[src/rtl/vga_pkg.sv]
// Shared VGA / framebuffer constants, CPU arbiter FSM encoding and the
// scanout fetch address helper. Also used by vga_gen.
package vga_pkg;

    localparam int unsigned WORDS_PER_LINE = 64;
    localparam int unsigned VISIBLE_LINES  = 768;
    localparam int unsigned PIX_PER_WORD   = 16;

    localparam int unsigned ADDR_W     = 16;
    localparam int unsigned DATA_W     = 16;
    localparam int unsigned LINE_W     = 10;
    localparam int unsigned PIX_W      = 10;
    localparam int unsigned WORD_IDX_W = $clog2(WORDS_PER_LINE);
    localparam int unsigned PHASE_W    = $clog2(PIX_PER_WORD);

    typedef enum logic [1:0] {
        ST_IDLE = 2'd0,
        ST_GO   = 2'd1,
        ST_DATA = 2'd2,
        ST_ACK  = 2'd3
    } cpu_state_e;

    // Latched CPU request payload
    typedef struct packed {
        logic              we;
        logic [ADDR_W-1:0] addr;
        logic [DATA_W-1:0] wdata;
    } cpu_cmd_t;

    // Address of the word following the one under the given pixel on the
    // given line; the last word of a line rolls to word 0 of the next line,
    // and the last visible line rolls to line 0.
    function automatic logic [ADDR_W-1:0] fetch_addr(
        input logic [ADDR_W-1:0] base,
        input logic [LINE_W-1:0] line,
        input logic [PIX_W-1:0]  pix
    );
        logic [WORD_IDX_W-1:0] cur_word;
        logic [WORD_IDX_W-1:0] word;
        logic [LINE_W-1:0]     ln;
        cur_word = pix[PIX_W-1:PHASE_W];
        word     = cur_word + WORD_IDX_W'(1);
        ln       = line;
        if (cur_word == WORD_IDX_W'(WORDS_PER_LINE - 1)) begin
            ln = (line == LINE_W'(VISIBLE_LINES - 1)) ? '0 : line + LINE_W'(1);
        end
        return base + (ADDR_W'(ln) << WORD_IDX_W) + ADDR_W'(word);
    endfunction

endpackage

[src/rtl/fb_arbiter_if.sv]
// CPU load/store bus into the framebuffer arbiter.
//   master: CPU side (drives cpu_req/cpu_we/cpu_addr/cpu_wdata)
//   slave : arbiter side (drives cpu_ack/cpu_rdata)
interface fb_arbiter_if;
    import vga_pkg::*;

    logic              cpu_req;
    logic              cpu_we;
    logic [ADDR_W-1:0] cpu_addr;
    logic [DATA_W-1:0] cpu_wdata;
    logic              cpu_ack;
    logic [DATA_W-1:0] cpu_rdata;

    modport master (
        output cpu_req, cpu_we, cpu_addr, cpu_wdata,
        input  cpu_ack, cpu_rdata
    );

    modport slave (
        input  cpu_req, cpu_we, cpu_addr, cpu_wdata,
        output cpu_ack, cpu_rdata
    );
endinterface

[src/rtl/fb_arbiter_pix_shifter.sv]
// Captures the prefetched framebuffer word and serialises it MSB first.
//   clk, rst  : pixel clock, synchronous active-high reset
//   avr       : active video region
//   phase     : pixel_num[3:0]
//   slot      : scanout fetch issued this cycle
//   mem_rdata : VRAM read data (valid the cycle after slot)
//   pixel_out : registered 1 bpp pixel
module pix_shifter
    import vga_pkg::*;
(
    input  logic               clk,
    input  logic               rst,
    input  logic               avr,
    input  logic [PHASE_W-1:0] phase,
    input  logic               slot,
    input  logic [DATA_W-1:0]  mem_rdata,
    output logic               pixel_out
);

    logic              slot_d;
    logic [DATA_W-1:0] next_word;
    logic [DATA_W-1:0] shreg;
    logic              load;

    assign load = (phase == '0);

    // pixel_out follows the register contents after this cycle's load/shift,
    // so the MSB of a freshly loaded word appears one cycle after phase 0.
    always_ff @(posedge clk) begin
        if (rst) begin
            slot_d    <= 1'b0;
            next_word <= '0;
            shreg     <= '0;
            pixel_out <= 1'b0;
        end else begin
            slot_d <= slot;
            if (slot_d) begin
                next_word <= mem_rdata;
            end
            if (avr) begin
                if (load) begin
                    shreg     <= next_word;
                    pixel_out <= next_word[DATA_W-1];
                end else begin
                    shreg     <= shreg << 1;
                    pixel_out <= shreg[DATA_W-2];
                end
            end else begin
                pixel_out <= 1'b0;
            end
        end
    end

endmodule

[src/rtl/fb_arbiter.sv]
// VRAM arbiter: scanout prefetch has absolute priority on its slot, CPU
// load/store requests use the remaining cycles; drives the pixel shifter.
//   clk, rst            : pixel clock, synchronous active-high reset
//   avr/line_num/pixel_num : scanout position from vga_gen
//   cpu                 : CPU request bus (slave side)
//   mem_*               : single-port VRAM port (combinational)
//   pixel_out           : registered monochrome pixel
module fb_arbiter
    import vga_pkg::*;
#(
    parameter logic [ADDR_W-1:0]  FB_BASE = 16'h0000,
    parameter logic [PHASE_W-1:0] PF_SLOT = 4'd8
) (
    input  logic              clk,
    input  logic              rst,
    input  logic              avr,
    input  logic [LINE_W-1:0] line_num,
    input  logic [PIX_W-1:0]  pixel_num,
    fb_arbiter_if.slave       cpu,
    output logic              mem_en,
    output logic              mem_we,
    output logic [ADDR_W-1:0] mem_addr,
    output logic [DATA_W-1:0] mem_wdata,
    input  logic [DATA_W-1:0] mem_rdata,
    output logic              pixel_out
);

    cpu_state_e state;
    cpu_cmd_t   cmd;
    logic       slot_c;

    assign slot_c = avr && (pixel_num[PHASE_W-1:0] == PF_SLOT);

    // CPU access FSM; GO waits out any scanout slot before using the port
    always_ff @(posedge clk) begin
        if (rst) begin
            state         <= ST_IDLE;
            cmd           <= '0;
            cpu.cpu_ack   <= 1'b0;
            cpu.cpu_rdata <= '0;
        end else begin
            case (state)
                ST_IDLE: begin
                    cpu.cpu_ack <= 1'b0;
                    if (cpu.cpu_req) begin
                        cmd.we    <= cpu.cpu_we;
                        cmd.addr  <= cpu.cpu_addr;
                        cmd.wdata <= cpu.cpu_wdata;
                        state     <= ST_GO;
                    end
                end
                ST_GO: begin
                    if (!slot_c) begin
                        state <= ST_DATA;
                    end
                end
                ST_DATA: begin
                    if (!cmd.we) begin
                        cpu.cpu_rdata <= mem_rdata;
                    end
                    cpu.cpu_ack <= 1'b1;
                    state       <= ST_ACK;
                end
                ST_ACK: begin
                    cpu.cpu_ack <= 1'b0;
                    state       <= ST_IDLE;
                end
                default: begin
                    cpu.cpu_ack <= 1'b0;
                    state       <= ST_IDLE;
                end
            endcase
        end
    end

    // Memory port mux; address/data rest on the last CPU command when idle
    always_comb begin
        mem_en    = 1'b0;
        mem_we    = 1'b0;
        mem_addr  = cmd.addr;
        mem_wdata = cmd.wdata;
        if (!rst) begin
            if (slot_c) begin
                mem_en   = 1'b1;
                mem_addr = fetch_addr(FB_BASE, line_num, pixel_num);
            end else if (state == ST_GO) begin
                mem_en = 1'b1;
                mem_we = cmd.we;
            end
        end
    end

    pix_shifter u_pix_shifter (
        .clk       (clk),
        .rst       (rst),
        .avr       (avr),
        .phase     (pixel_num[PHASE_W-1:0]),
        .slot      (slot_c),
        .mem_rdata (mem_rdata),
        .pixel_out (pixel_out)
    );

endmodule

[src/flat_wrapper.sv]
// flat-port wrapper written by rule: the top's interface ports become plain ports
module fb_arbiter_flat import vga_pkg::*;
#(
    parameter logic [ADDR_W-1:0]  FB_BASE = 16'h0000,
    parameter logic [PHASE_W-1:0] PF_SLOT = 4'd8
)
  (clk, rst, avr, line_num, pixel_num, mem_en, mem_we, mem_addr, mem_wdata, mem_rdata, pixel_out, cpu_cpu_req, cpu_cpu_we, cpu_cpu_addr, cpu_cpu_wdata, cpu_cpu_ack, cpu_cpu_rdata);
  fb_arbiter_if cpu_i ();
  input  logic clk;
  input  logic rst;
  input  logic avr;
  input  logic [LINE_W-1:0] line_num;
  input  logic [PIX_W-1:0] pixel_num;
  output logic mem_en;
  output logic mem_we;
  output logic [ADDR_W-1:0] mem_addr;
  output logic [DATA_W-1:0] mem_wdata;
  input  logic [DATA_W-1:0] mem_rdata;
  output logic pixel_out;
  input wire logic [$bits(cpu_i.cpu_req)-1:0] cpu_cpu_req;
  input wire logic [$bits(cpu_i.cpu_we)-1:0] cpu_cpu_we;
  input wire logic [$bits(cpu_i.cpu_addr)-1:0] cpu_cpu_addr;
  input wire logic [$bits(cpu_i.cpu_wdata)-1:0] cpu_cpu_wdata;
  output wire logic [$bits(cpu_i.cpu_ack)-1:0] cpu_cpu_ack;
  output wire logic [$bits(cpu_i.cpu_rdata)-1:0] cpu_cpu_rdata;
  assign cpu_i.cpu_req = cpu_cpu_req;
  assign cpu_i.cpu_we = cpu_cpu_we;
  assign cpu_i.cpu_addr = cpu_cpu_addr;
  assign cpu_i.cpu_wdata = cpu_cpu_wdata;
  assign cpu_cpu_ack = cpu_i.cpu_ack;
  assign cpu_cpu_rdata = cpu_i.cpu_rdata;
  fb_arbiter #(.FB_BASE(FB_BASE), .PF_SLOT(PF_SLOT)) u_core (.clk(clk), .rst(rst), .avr(avr), .line_num(line_num), .pixel_num(pixel_num), .cpu(cpu_i), .mem_en(mem_en), .mem_we(mem_we), .mem_addr(mem_addr), .mem_wdata(mem_wdata), .mem_rdata(mem_rdata), .pixel_out(pixel_out));
endmodule
[config.mk]
export PLATFORM = sky130hd
export DESIGN_NAME = fb_arbiter_flat
export DESIGN_NICKNAME = d
export VERILOG_FILES = /design/src/rtl/vga_pkg.sv /design/src/rtl/fb_arbiter_if.sv /design/src/rtl/fb_arbiter_pix_shifter.sv /design/src/rtl/fb_arbiter.sv /design/src/flat_wrapper.sv
export SDC_FILE = /design/constraint.sdc
export NUM_CORES = 1
export LEC_CHECK = 0
export CORE_MARGIN = 2
export CORE_UTILIZATION = 46
export CTS_CLUSTER_SIZE = 8
export DETAILED_ROUTE_END_ITERATION = 8
export GPL_ROUTABILITY_DRIVEN = 0
export GPL_TIMING_DRIVEN = 1
export HOLD_SLACK_MARGIN = 0.08
export PLACE_DENSITY_LB_ADDON = 0.1
export SLEW_MARGIN = 20
export SYNTH_ARGS = -nofsm -noshare
export SYNTH_HDL_FRONTEND = slang
export SYNTH_SLANG_ARGS = --single-unit
[constraint.sdc]
create_clock -name clk -period 1.9 [get_ports clk]
set_input_delay 0.19 -clock clk [delete_from_list [all_inputs] [get_ports clk]]
set_output_delay 0.19 -clock clk [all_outputs]
set_load 0.005 [all_outputs]
; ---- Word level (Yosys, flattened, before mapping)
; Index checks and enable logic that the tools add are counted.
[word_totals]
ff_bits = 85
input_bits = 73
wordCells = 50
[classes]
addsub = 3
n_eq_ne = 8
n_mux = 18
bitwise = 2
n_reduce_logical = 9
[op_table]
columns = cell, n
row1 = two-way mux 10 bit, 4
row2 = two-way mux 16 bit, 2
row3 = adder 16 x 6 -> 16 bit, 1
row4 = two-way mux 15 bit, 1
row5 = adder 10 x 1 -> 10 bit (second input constant), 1
row6 = equality test 10 bit (second input constant), 1
row7 = one-hot mux 2 bit (4 select lines), 1
row8 = two-way mux 1 bit, 7
row9 = adder 6 x 1 -> 6 bit (second input constant), 1
row10 = equality test 6 bit (second input constant), 1
row11 = AND reduction 2 bit, 3
row12 = equality test 2 bit (second input constant), 2
row13 = equality test 4 bit (second input constant), 1
row14 = zero test 4 bit, 1
row15 = two-way mux 2 bit, 2
row16 = inequality test 2 bit (second input constant), 2
row17 = OR reduction 2 bit, 2
row18 = equality test 2 x 1 -> 1 bit (second input constant), 1
row19 = zero test 2 bit, 1
row20 = NOT 1 bit, 2
row21 = one-hot mux 1 bit (2 select lines), 1
row22 = nonzero test 2 bit, 1
row23 = logical AND 1 bit, 1

; ---- Depth between registers and ports, before layout
; Gate-level depths: netlist of run 1.
[depth]
ltp_word = 8
depth_mapped = 7
ltp_nobuf = 5

; ---- Hierarchy
; From an unflattened synthesis of run 1, not the netlist that was laid out.
[hier_totals]
hier_cells = 475
area_unflattened_um2 = 3803.6
[by_module_without_submodules]
columns = mod, instances, cells_per_inst, area_each_um2
row1 = fb_arbiter, 1, 334, 2497.4
row2 = pix_shifter, 1, 141, 1306.3

; ---- Worst setup path after synthesis of run 1
; OpenSTA, ideal clock, no wires.
[synth_timing]
path_kind = register to register
startpoint = reg u_core.state[0]
endpoint = reg u_core.cpu.cpu_rdata[10]
arrival_ns = 1.359
setup_slack_ns = 0.470
stages_incl_launch_ff = 8
n_path_buf = 2
period_less_slack_ns = 1.430
path_cell_list = dfxtp_1 > inv_1 > ha_1 > nor2b_1 > clkbuf_1 > clkbuf_1 > nand2_1 > a21oi_1
[synth_via]
elab_chain_cells = 2
[synth_rtl]
columns = element, line_no
row1 = from (decl), fb_arbiter.sv:28  ; cpu_state_e state;
row2 = from (signal assigned), fb_arbiter.sv:37  ; state <= ST_IDLE;
row3 = from (signal assigned), fb_arbiter.sv:49  ; state <= ST_GO;
row4 = from (signal assigned), fb_arbiter.sv:54  ; state <= ST_DATA;
row5 = equality test 2 bit, fb_arbiter.sv:42  ; case (state)
row6 = AND reduction 2 bit (no line), -
row7 = to (signal assigned), fb_arbiter.sv:59  ; cpu.cpu_rdata <= mem_rdata;
row8 = to (decl), fb_arbiter_if.sv:21  ; output cpu_ack, cpu_rdata
; No other way between the ends.
; A chain may end at the register's enable or synchronous reset.

; ---- Final worst setup path of run 1
[layout_timing]
startpoint = in pixel_num[8]
endpoint = out mem_addr[13]
[layout_via]
elab_chain_cells = 7
word_cells_on_any_way = 8
[layout_rtl]
columns = element, line_no
row1 = from (decl), flat_wrapper.sv:13  ; input logic [PIX_W-1:0] pixel_num;
row2 = equality test 6 bit, vga_pkg.sv:44  ; if (cur_word == WORD_IDX_W'(WORDS_PER_LINE - 1)) begin
row3 = two-way mux 10 bit, vga_pkg.sv:44
row4 = two-way mux 10 bit, fb_arbiter.sv:83  ; if (slot_c) begin
row5 = two-way mux 10 bit, fb_arbiter.sv:82  ; if (!rst) begin
row6 = adder 16 x 6 -> 16 bit (*), vga_pkg.sv:47  ; return base + (ADDR_W'(ln) << WORD_IDX_W) + ADDR_W'(word);
row7 = two-way mux 16 bit (*), fb_arbiter.sv:83
row8 = two-way mux 16 bit (*), fb_arbiter.sv:82
row9 = to (decl), flat_wrapper.sv:16  ; output logic [ADDR_W-1:0] mem_addr;
; Every way passes the cells marked *; elsewhere a longest branch is shown, timed or not. The select of a mux whose other input is x is not followed.

==> impl_results.md, run 1 <==
- Synth warnings: 0
- Min Hold Slack: 0.192 ns
- Ratio of cells with drive above 1 in the final layout: 0.147
- DRT Pass-1 Iters: 5
- Multi-input logic area: 0.00188 sq mm
- LEAKAGE: 2.11 nW
- Yosys top cell area share: 0.451
- Initial DRC Count: 115
- Final net count: 681
- Cell Chain, Critical Path: clkdlybuf4s50_1, nand4_1, nor3_1, xnor2_1, o21ai_1, clkdlybuf4s15_1
- Via/cell ratio: 5.00
- Initial antenna violation count: 0
- Max_cap viols: 0
- Clock share of power: 0.256
- Clock Sink Count: 85
- Synth Net Count: 545
- Cell Area, Synth: 0.00377 sq mm
- Clk_skew: 0.00814 ns
- Setup crit start kind: primary input
- Crit path largest cell delay: 0.52 ns
- Synth cell types: 37
- NetSw: 1.51 mW
- Wire per inst: 13.5 um
- Worst-path maximum fanout: 3
- WP data required: 1.71 ns
- Async S/R FF share, synth: 0
- Top cells by count, synth: 118 x nand2_1, 85 x dfxtp_1, 56 x a21oi_1, 40 x nor2_1, 33 x mux2i_1
- Met1 GRT Util: 0.263
- Slew Limit Fails: 0
- Arr. time, crit path: 1.67 ns
- Row count: 33
- Count leader, synth: nand2_1
- Synth Instances: 466
- Setup TNS: 0 ns
- Endpoints failing hold: 0
- Sequential Power Share: 0.432
- DRC violations left: 0
- Chip height: 94.6 um
- Antenna Violating Nets Remaining: 0
- CP Capture Type: output pin
- Grt ovf: 0
- Hpwl dp: 6780 um
- Combinational share of power: 0.312
- Largest net degree at the start of global routing: 60
- Worst-path clk slew: 0.08 ns
- Core box area: 0.00809 sq mm
- First-pass GRT wire length: 15500 um
- Peak supply drop: 0.576 mV
- Clock Tree Buf Depth: 2
- Final Cycle Share: 0.979
- Switching Fraction: 0.305
- Primary FF master, synth: dfxtp_1
- Largest cells by area after synthesis: dfxtp_1 45%, nand2_1 12%, mux2i_1 8.8%
- Root Buffer: clkbuf_8
- Clk_lat worst skew: 0.34 ns
- Initial Util: 0.466
- Worst-Margin Slew: 0.627 ns
- Worst path slowest cell: clkdlybuf4s50_1
- Achievable Freq: 0.538 GHz
- Vias: 3567
- Global routing usage on met3: 0.0455
- CTS tree: done
- Post-synth EDFFs: 0
- WS Path Type: primary input to output pin
- Register area share after synthesis: 0.451
- Flip-flop and latch area: 0.00170 sq mm
- Die X: 94.6 um
- Dpl ws: -0.544 ns
- CTS buffer count: 9
- Internal: 3.45 mW
- Layout fillers: 723
- Number of H-tree levels: 3
- RSZ-0062 raised after global routing: false
- Post-Layout Cell Count: 713
- Worst min path class: primary input to register
- Flops & latches, synth: 85
- Buffers on Ports: 124
- Area growth syn-to-layout: 45.8%
- GR Util All Layers: 0.217
- Cells after DPL: 693
- Synth area leader: dfxtp_1
- Crit path buffers/inverters: 2
- Post-Route WL: 9600 um
- Syn Area/Cell: 8.10 sq um
- Power per cell area: 901 mW/mm^2
- Most Used Layer, Global Route: met2
- M2 GR Usage: 0.395
- Final WS setup: 0.0397 ns
- CP top delay family: buffers and inverters
- I/O pin count: 125
- Max-slew headroom: 0.582
- Minimum clock period: 1.86 ns
- Vias in the first global route: 3414
- Status: completed
- Setup Viol. Count Final: 0
- Die Area: 0.00895 sq mm
[cell families (layout without fill, tap and decap cells)]
kind of cell,count (synthesis),after routing,share of synthesized area
compound gates,88,88,0.132
xor+xnor,10,10,0.0232
fa+ha+maj,6,6,0.0199
buf+inv,54,195,0.0719
flops,85,85,0.451
mux,34,34,0.0905
other cells,0,1,0
simple gates,189,189,0.211
[cell type report]
class	instances	area share
multi-input cells	327	0.341
flip-flops and latches	85	0.309
repair buffers	172	0.284
clock buffers	10	0.0250
well taps	105	0.0239
clock inverters	6	0.0111
inverters	7	0.00523
diodes	1	0.000455
[registers in the layout, summed over array words and instances (netlist names)]
signal and flops:
u_core.u_pix_shifter.shreg 15, u_core.u_pix_shifter.pixel_out 1, u_core.mem_wdata 16, u_core.u_pix_shifter.slot_d 1, u_core.cmd 17, u_core.cpu.cpu_rdata 16, u_core.state 2, u_core.u_pix_shifter.next_word 16
u_core.cpu.cpu_ack 1
[power by group through the flow]
stage | sequential, mW | clock, mW | combinational, mW
final | 2.14 | 1.27 | 1.55
after global routing | 2.17 | 1.38 | 1.74
after CTS | 2.14 | 1.32 | 1.57
after detailed placement | 2.19 | 0 | 1.60
after global placement | 2.18 | 0 | 1.57
after floorplan | 2.17 | 0 | 0.858
[what timing repair did]
| action | 4_1_cts | 5_1_grt |
|---|---|---|
| gates resized for setup | 68 | 13 |
| hold buffers | 0 | 0 |
| endpoints found under the hold margin | 0 | 0 |
| pin swaps | 16 | 5 |
| setup buffers | 3 | 0 |
| endpoints found under the setup margin | 18 | 16 |
[final timing paths]
kind,start,to,slack (ns),cells past startpoint
max,pixel_num[8],mem_addr[13],0.04,6
min,rst,u_core.u_pix_shifter.pixel_out$_SDFF_PP0_,0.19,3
max reg2reg,u_core.state[0]$_SDFFE_PP0P_,u_core.cmd[24]$_SDFFE_PP0P_,0.54,6
min reg2reg,u_core.cpu.cpu_rdata[2]$_SDFFE_PP0P_,u_core.cpu.cpu_rdata[2]$_SDFFE_PP0P_,0.46,2
[routing by layer]
layer / up-vias / part of all wire
li1: 1815 / -
met1: 1654 / 0.43
met5: - / 0
met4: 0 / 0.0089
met3: 9 / 0.056
met2: 89 / 0.50
[per-stage QoR]
stage,total power [mW],util,instance area (sq um)
2_1_floorplan,3.02,-,3770
3_3_place_gp,3.74,0.647,5240
3_5_place_dp,3.79,0.647,5240
4_1_cts,5.03,0.679,5500
5_1_grt,5.30,0.680,5500
6_report,4.96,0.680,5510
[cell usage in the layout (no fill, tap or decap), types with 3 or more instances in the layout]
cell type	instances
a211oi_1	16
a21oi_1	56
buf_2	4
buf_4	46
clkbuf_2	3
clkbuf_8	10
clkdlybuf4s15_1	5
clkdlybuf4s50_1	86
clkinv_2	3
dfxtp_1	85
dlygate4sd2_1	21
dlymetal6s2s_1	4
ha_1	3
ha_2	3
inv_1	6
mux2i_1	33
nand2_1	118
nand3_1	5
nand4_1	5
nor2_1	39
nor3_1	4
o21ai_0	4
o21ai_1	7
xnor2_1	8
[tightest hold or removal path: stages]
cell	delay (ns)
buf_2	0.09
inv_1	0.06
and3_1	0.15
No activity file was read; power rests on OpenSTA's default activity.
==> run 2: changes to the inputs <==
Settings changed: MAX_ROUTING_LAYER set to met4.
==> run 2 against run 1 <==
Global-route usage up 0.58 points. Power up 0.21%. Routed wire length up 0.17%. Core utilization unchanged. Register-to-register slack about the same. Setup slack worse by 0.00078 ns. Maximum frequency about the same. Via count down 0.14%. First-iteration DRC count down 12%. Count of clock-buffer cells in the layout unchanged. Flip-flop and latch count unchanged. Sequential share of layout area unchanged. Critical path type unchanged. Critical endpoint unchanged. Largest cell class unchanged.
==> impl_results.md, run 2 (synthesis results as in run 1) <==
- CTS buffer count: 9
- LEAKAGE: 2.11 nW
- Largest register FFs: 17
- Slew Limit Fails: 0
- Core box area: 0.00809 sq mm
- Antenna Violating Nets Remaining: 0
- Worst-Margin Slew: 0.617 ns
- Commonest non-fill, non-tap cells in the layout: 118 x nand2_1, 86 x clkdlybuf4s50_1, 85 x dfxtp_1
- Row count: 33
- Via/cell ratio: 5.00
- Initial antenna violation count: 0
- Commonest non-fill, non-tap cell in the layout: nand2_1
- Worst-path clk slew: 0.08 ns
- Initial DRC Count: 101
- DRT Pass-1 Iters: 4
- Clk_lat worst skew: 0.34 ns
- Status: completed
- CTS tree: done
- Buffers on Ports: 124
- Max-slew headroom: 0.588
- Clock Tree Buf Depth: 2
- Minimum clock period: 1.86 ns
- Power per cell area: 903 mW/mm^2
- WP data required: 1.71 ns
- Grt ovf: 0
- WS Path Type: primary input to output pin
- Die Area: 0.00895 sq mm
- First-pass GRT wire length: 15500 um
- Chip height: 94.6 um
- I/O pin count: 125
- Initial Util: 0.466
- Achievable Freq: 0.537 GHz
- Final Cycle Share: 0.980
- Final Total Pwr: 4.97 mW
- Vias in the first global route: 3408
- RSZ-0062 raised after global routing: false
- Wire per inst: 13.5 um
- Post-Route WL: 9610 um
- Clk_skew: 0.00919 ns
- Worst min path class: primary input to register
- Setup crit start kind: primary input
- Most flop-heavy register: u_core.cmd
- Root Buffer: clkbuf_8
- GR Util All Layers: 0.223
- Dpl ws: -0.544 ns
- Final WS setup: 0.0389 ns
- Arr. time, crit path: 1.67 ns
- Min Hold Slack: 0.191 ns
- Endpoints failing hold: 0
- Area growth syn-to-layout: 45.8%
- Hold buffers post-CTS: 0
- Peak supply drop: 0.577 mV
- DRC violations left: 0
- Number of H-tree levels: 3
- Post-route cell area: 0.00551 sq mm
- Clock Sink Count: 85
- Setup Viol. Count Final: 0
- Vias: 3562
- Final net count: 681
- Worst-path maximum fanout: 3
- Max_cap viols: 0
- Placed Area: 0.00524 sq mm
- Ratio of cells with drive above 1 in the final layout: 0.147
- Hpwl dp: 6780 um
- CP Capture Type: output pin
- Die X: 94.6 um
- Largest net degree at the start of global routing: 60
[run 2: repair_timing]
| item | 4_1_cts | 5_1_grt |
|---|---|---|
| buffers inserted | 3 | 0 |
| setup endpoints to repair | 18 | 16 |
| pin swaps | 16 | 5 |
| cloned | 0 | 0 |
| resized for setup | 68 | 13 |
[run 2: layout make-up]
type | instances | area, sq um
fillers | 723 | 2590
multi-input cells | 327 | 1880
flip-flops and latches | 85 | 1700
repair buffers | 172 | 1560
clock buffers | 10 | 138
well taps | 105 | 131
clock inverters | 6 | 61.3
inverters | 7 | 28.8
diodes | 1 | 2.50
[run 2: path summary, 6_finish.rpt]
check / start / end / slack [ns] / cells after the start
worst min-delay path: rst / u_core.u_pix_shifter.pixel_out$_SDFF_PP0_ / 0.19 / 3
worst min register to register: u_core.cpu.cpu_rdata[2]$_SDFFE_PP0P_ / u_core.cpu.cpu_rdata[2]$_SDFFE_PP0P_ / 0.46 / 2
worst max-delay path: pixel_num[8] / mem_addr[13] / 0.04 / 6
worst max register to register: u_core.state[0]$_SDFFE_PP0P_ / u_core.cmd[19]$_SDFFE_PP0P_ / 0.54 / 6
[run 2: worst max-delay path: stages]
cell	delay, ns
clkdlybuf4s50_1	0.52
nand4_1	0.18
nor3_1	0.27
xnor2_1	0.11
o21ai_1	0.17
clkdlybuf4s15_1	0.23
[run 2: per-stage QoR]
| step | util | setup TNS, ns | std cells |
|---|---|---|---|
| 2_1_floorplan | - | 0 | 466 |
| 3_3_place_gp | 0.647 | -7.14 | 693 |
| 3_5_place_dp | 0.647 | -8.23 | 693 |
| 4_1_cts | 0.679 | 0 | 712 |
| 5_1_grt | 0.680 | 0 | 712 |
| 6_report | 0.680 | 0 | 713 |
[run 2: routing by layer]
layer / share of wire / vias to the layer above / track usage
met5: 0 / - / -
met4: 0.0085 / 0 / 0.0447
met3: 0.054 / 6 / 0.0447
met2: 0.50 / 90 / 0.395
met1: 0.43 / 1647 / 0.263
li1: - / 1819 / -
[run 2: report_power, final]
part / internal [mW] / total, mW / leakage [nW] / switching (mW)
clock network: 0.642 / 1.28 / 0.102 / 0.636
logic: 0.784 / 1.55 / 1.32 / 0.764
registers: 2.02 / 2.14 / 0.694 / 0.124
==> run 3: changes to the inputs <==
Settings changed: CORE_MARGIN 2 to 4.
==> run 3 against run 2 <==
Clock power is 5% lower. Count of clock-buffer cells in the layout is 1 higher. Largest power group unchanged. Critical path type unchanged. Core utilization is 3.1 points higher. Highest routed layer unchanged. Largest cell class unchanged.
==> impl_results.md, run 3 (synthesis results as in run 1) <==
- Hold path cells: 3
- Peak supply drop: 0.511 mV
- # diodes: 0
- Endpoints failing hold: 0
- Met3 routed WL: 537 um
- WL met2: 4820 um
- Hold_sp: rst
- Wire per inst: 13.9 um
- Most flop-heavy register: u_core.cmd
- Worst-path clk slew: 0.08 ns
- Power per cell area: 884 mW/mm^2
- Root Buffer: clkbuf_8
- Highest metal used: met4
- LEAKAGE: 2.13 nW
- Commonest non-fill, non-tap cell in the layout: nand2_1
- Cell Chain, Critical Path: dlygate4sd2_1, nor4b_4, nand3_4, buf_6, a22o_1, a2bb2oi_2, clkdlybuf4s15_1
- Hold buffers post-CTS: 0
- Setup crit start kind: primary input
- Layout fillers: 663
- Post-Route WL: 9870 um
- FF-to-FF Start: u_core.state[0]$_SDFFE_PP0P_
- CTS buffer count: 9
- Core box area: 0.00785 sq mm
- Met1 WL: 4360 um
- RSZ-0062 raised after global routing: false
- Largest register FFs: 17
- Clock Tree Buf Depth: 2
- WP data required: 1.71 ns
- Worst-Margin Slew: 0.724 ns
- Row count: 32
- Setup TNS: 0 ns
- I/O pin count: 125
- Worst path slowest cell: nor4b_4
- Slew Limit Fails: 0
- Clk_skew: 0.0136 ns
- Ratio of cells with drive above 1 in the final layout: 0.153
- Initial Util: 0.481
- Max_cap viols: 0
- Clock Sink Count: 85
- CTS tree: done
- Worst-path maximum fanout: 3
- Chip height: 98.6 um
- Arr. time, crit path: 1.68 ns
- Final Cycle Share: 0.985
- Die X: 98.6 um
- Reg-to-Reg End: u_core.cmd[20]$_SDFFE_PP0P_
- Worst min path class: primary input to register
- Final net count: 683
- CP Capture Type: output pin
- GR Util All Layers: 0.209
- Initial DRC Count: 86
- Vias in the first global route: 3451
- Die Area: 0.00972 sq mm
- First-pass GRT wire length: 16200 um
- Grt ovf: 0
- Area growth syn-to-layout: 47.9%
- Via/cell ratio: 5.01
- Achievable Freq: 0.534 GHz
- Status: completed
- Vias: 3564
- Crit path largest cell delay: 0.37 ns
- Minimum clock period: 1.87 ns
- R2R Setup Slk: 0.53 ns
- CP top delay family: buffers and inverters
- Number of H-tree levels: 3
- Setup Viol. Count Final: 0
- Worst Hold End: u_core.u_pix_shifter.pixel_out$_SDFF_PP0_
- Crit path buffers/inverters: 3
- Max-slew headroom: 0.517
- Commonest non-fill, non-tap cells in the layout: 118 x nand2_1, 85 x clkdlybuf4s50_1, 85 x dfxtp_1
- DRT Pass-1 Iters: 4
- DRC violations left: 0
- Clk_lat worst skew: 0.35 ns
- WS Path Type: primary input to output pin
- Final Total Pwr: 4.94 mW
- Antenna Violating Nets Remaining: 0
- Hpwl dp: 6960 um
- Buffers on Ports: 124
- Largest net degree at the start of global routing: 72
- Initial antenna violation count: 0
- R2r worst-path depth: 6
- Post-layout util: 0.711
==> run 3: changes by cell type in the layout (fill, tap and decap cells not counted), sizes merged <==
cell,delta
dlygate4sd2,+4
clkdlybuf4s15,+2
clkinv,-2
dlymetal6s2s,-2
buf,+1
bufinv,-1
clkbuf,-1
clkdlybuf4s50,-1
clkinvlp,+1
diode,-1
inv,+1
==> run 3: worst max-delay path by stage <==
stage	startpoint	to	cells past startpoint
finish	pixel_num[2]	mem_addr[15]	7
global route	line_num[0]	mem_addr[10]	7
CTS	pixel_num[6]	mem_addr[10]	7
detailed placement	pixel_num[3]	mem_addr[15]	7
global placement	pixel_num[0]	mem_addr[14]	8
floorplan	u_core.state[0]$_SDFFE_PP0P_	u_core.cpu.cpu_rdata[10]$_SDFFE_PP0P_	7
==> run 3: layout make-up <==
cell class,count,area (sq um),area share
Clock buffer,11,151,0.0271
Clock inverter,5,41.3,0.00740
Inverter,7,28.8,0.00516
Multi-Input combinational cell,327,1920,0.345
Sequential cell,85,1700,0.305
Tap cell,102,128,0.0229
Timing Repair Buffer,174,1610,0.288
==> run 3: routing by layer <==
| metal | vias up | global-route usage |
|---|---|---|
| li1 | 1820 | - |
| met1 | 1625 | 0.245 |
| met2 | 107 | 0.353 |
| met3 | 12 | 0.0453 |
| met4 | 0 | 0.0777 |
| met5 | - | - |
==> run 3: metrics by stage <==
step	instances	hold slack [ns]	worst slack [ns]	cell area [sq um]
after global placement	686	0.441	-0.545	5210
after floorplan	466	0.326	0.470	3770
final	711	0.223	0.0279	5580
after global routing	711	0.219	0.00469	5580
after detailed placement	686	0.445	-0.653	5210
after CTS	710	0.200	0.00603	5540
==> run 3: tightest hold or removal path: stages <==
cell and delay [ns]:
buf_2 0.11, inv_1 0.07, and3_1 0.16
==> run 3: power breakdown <==
group	switching, mW	total (mW)	internal (mW)
clock	0.662	1.22	0.558
sequential	0.125	2.15	2.02
combinational	0.770	1.57	0.799
==> run 3: timing repair <==
action | in CTS | in global routing
endpoints found under the setup margin | 18 | 7
gates resized for setup | 78 | 9
pin swaps | 12 | 5
setup buffers | 8 | 1
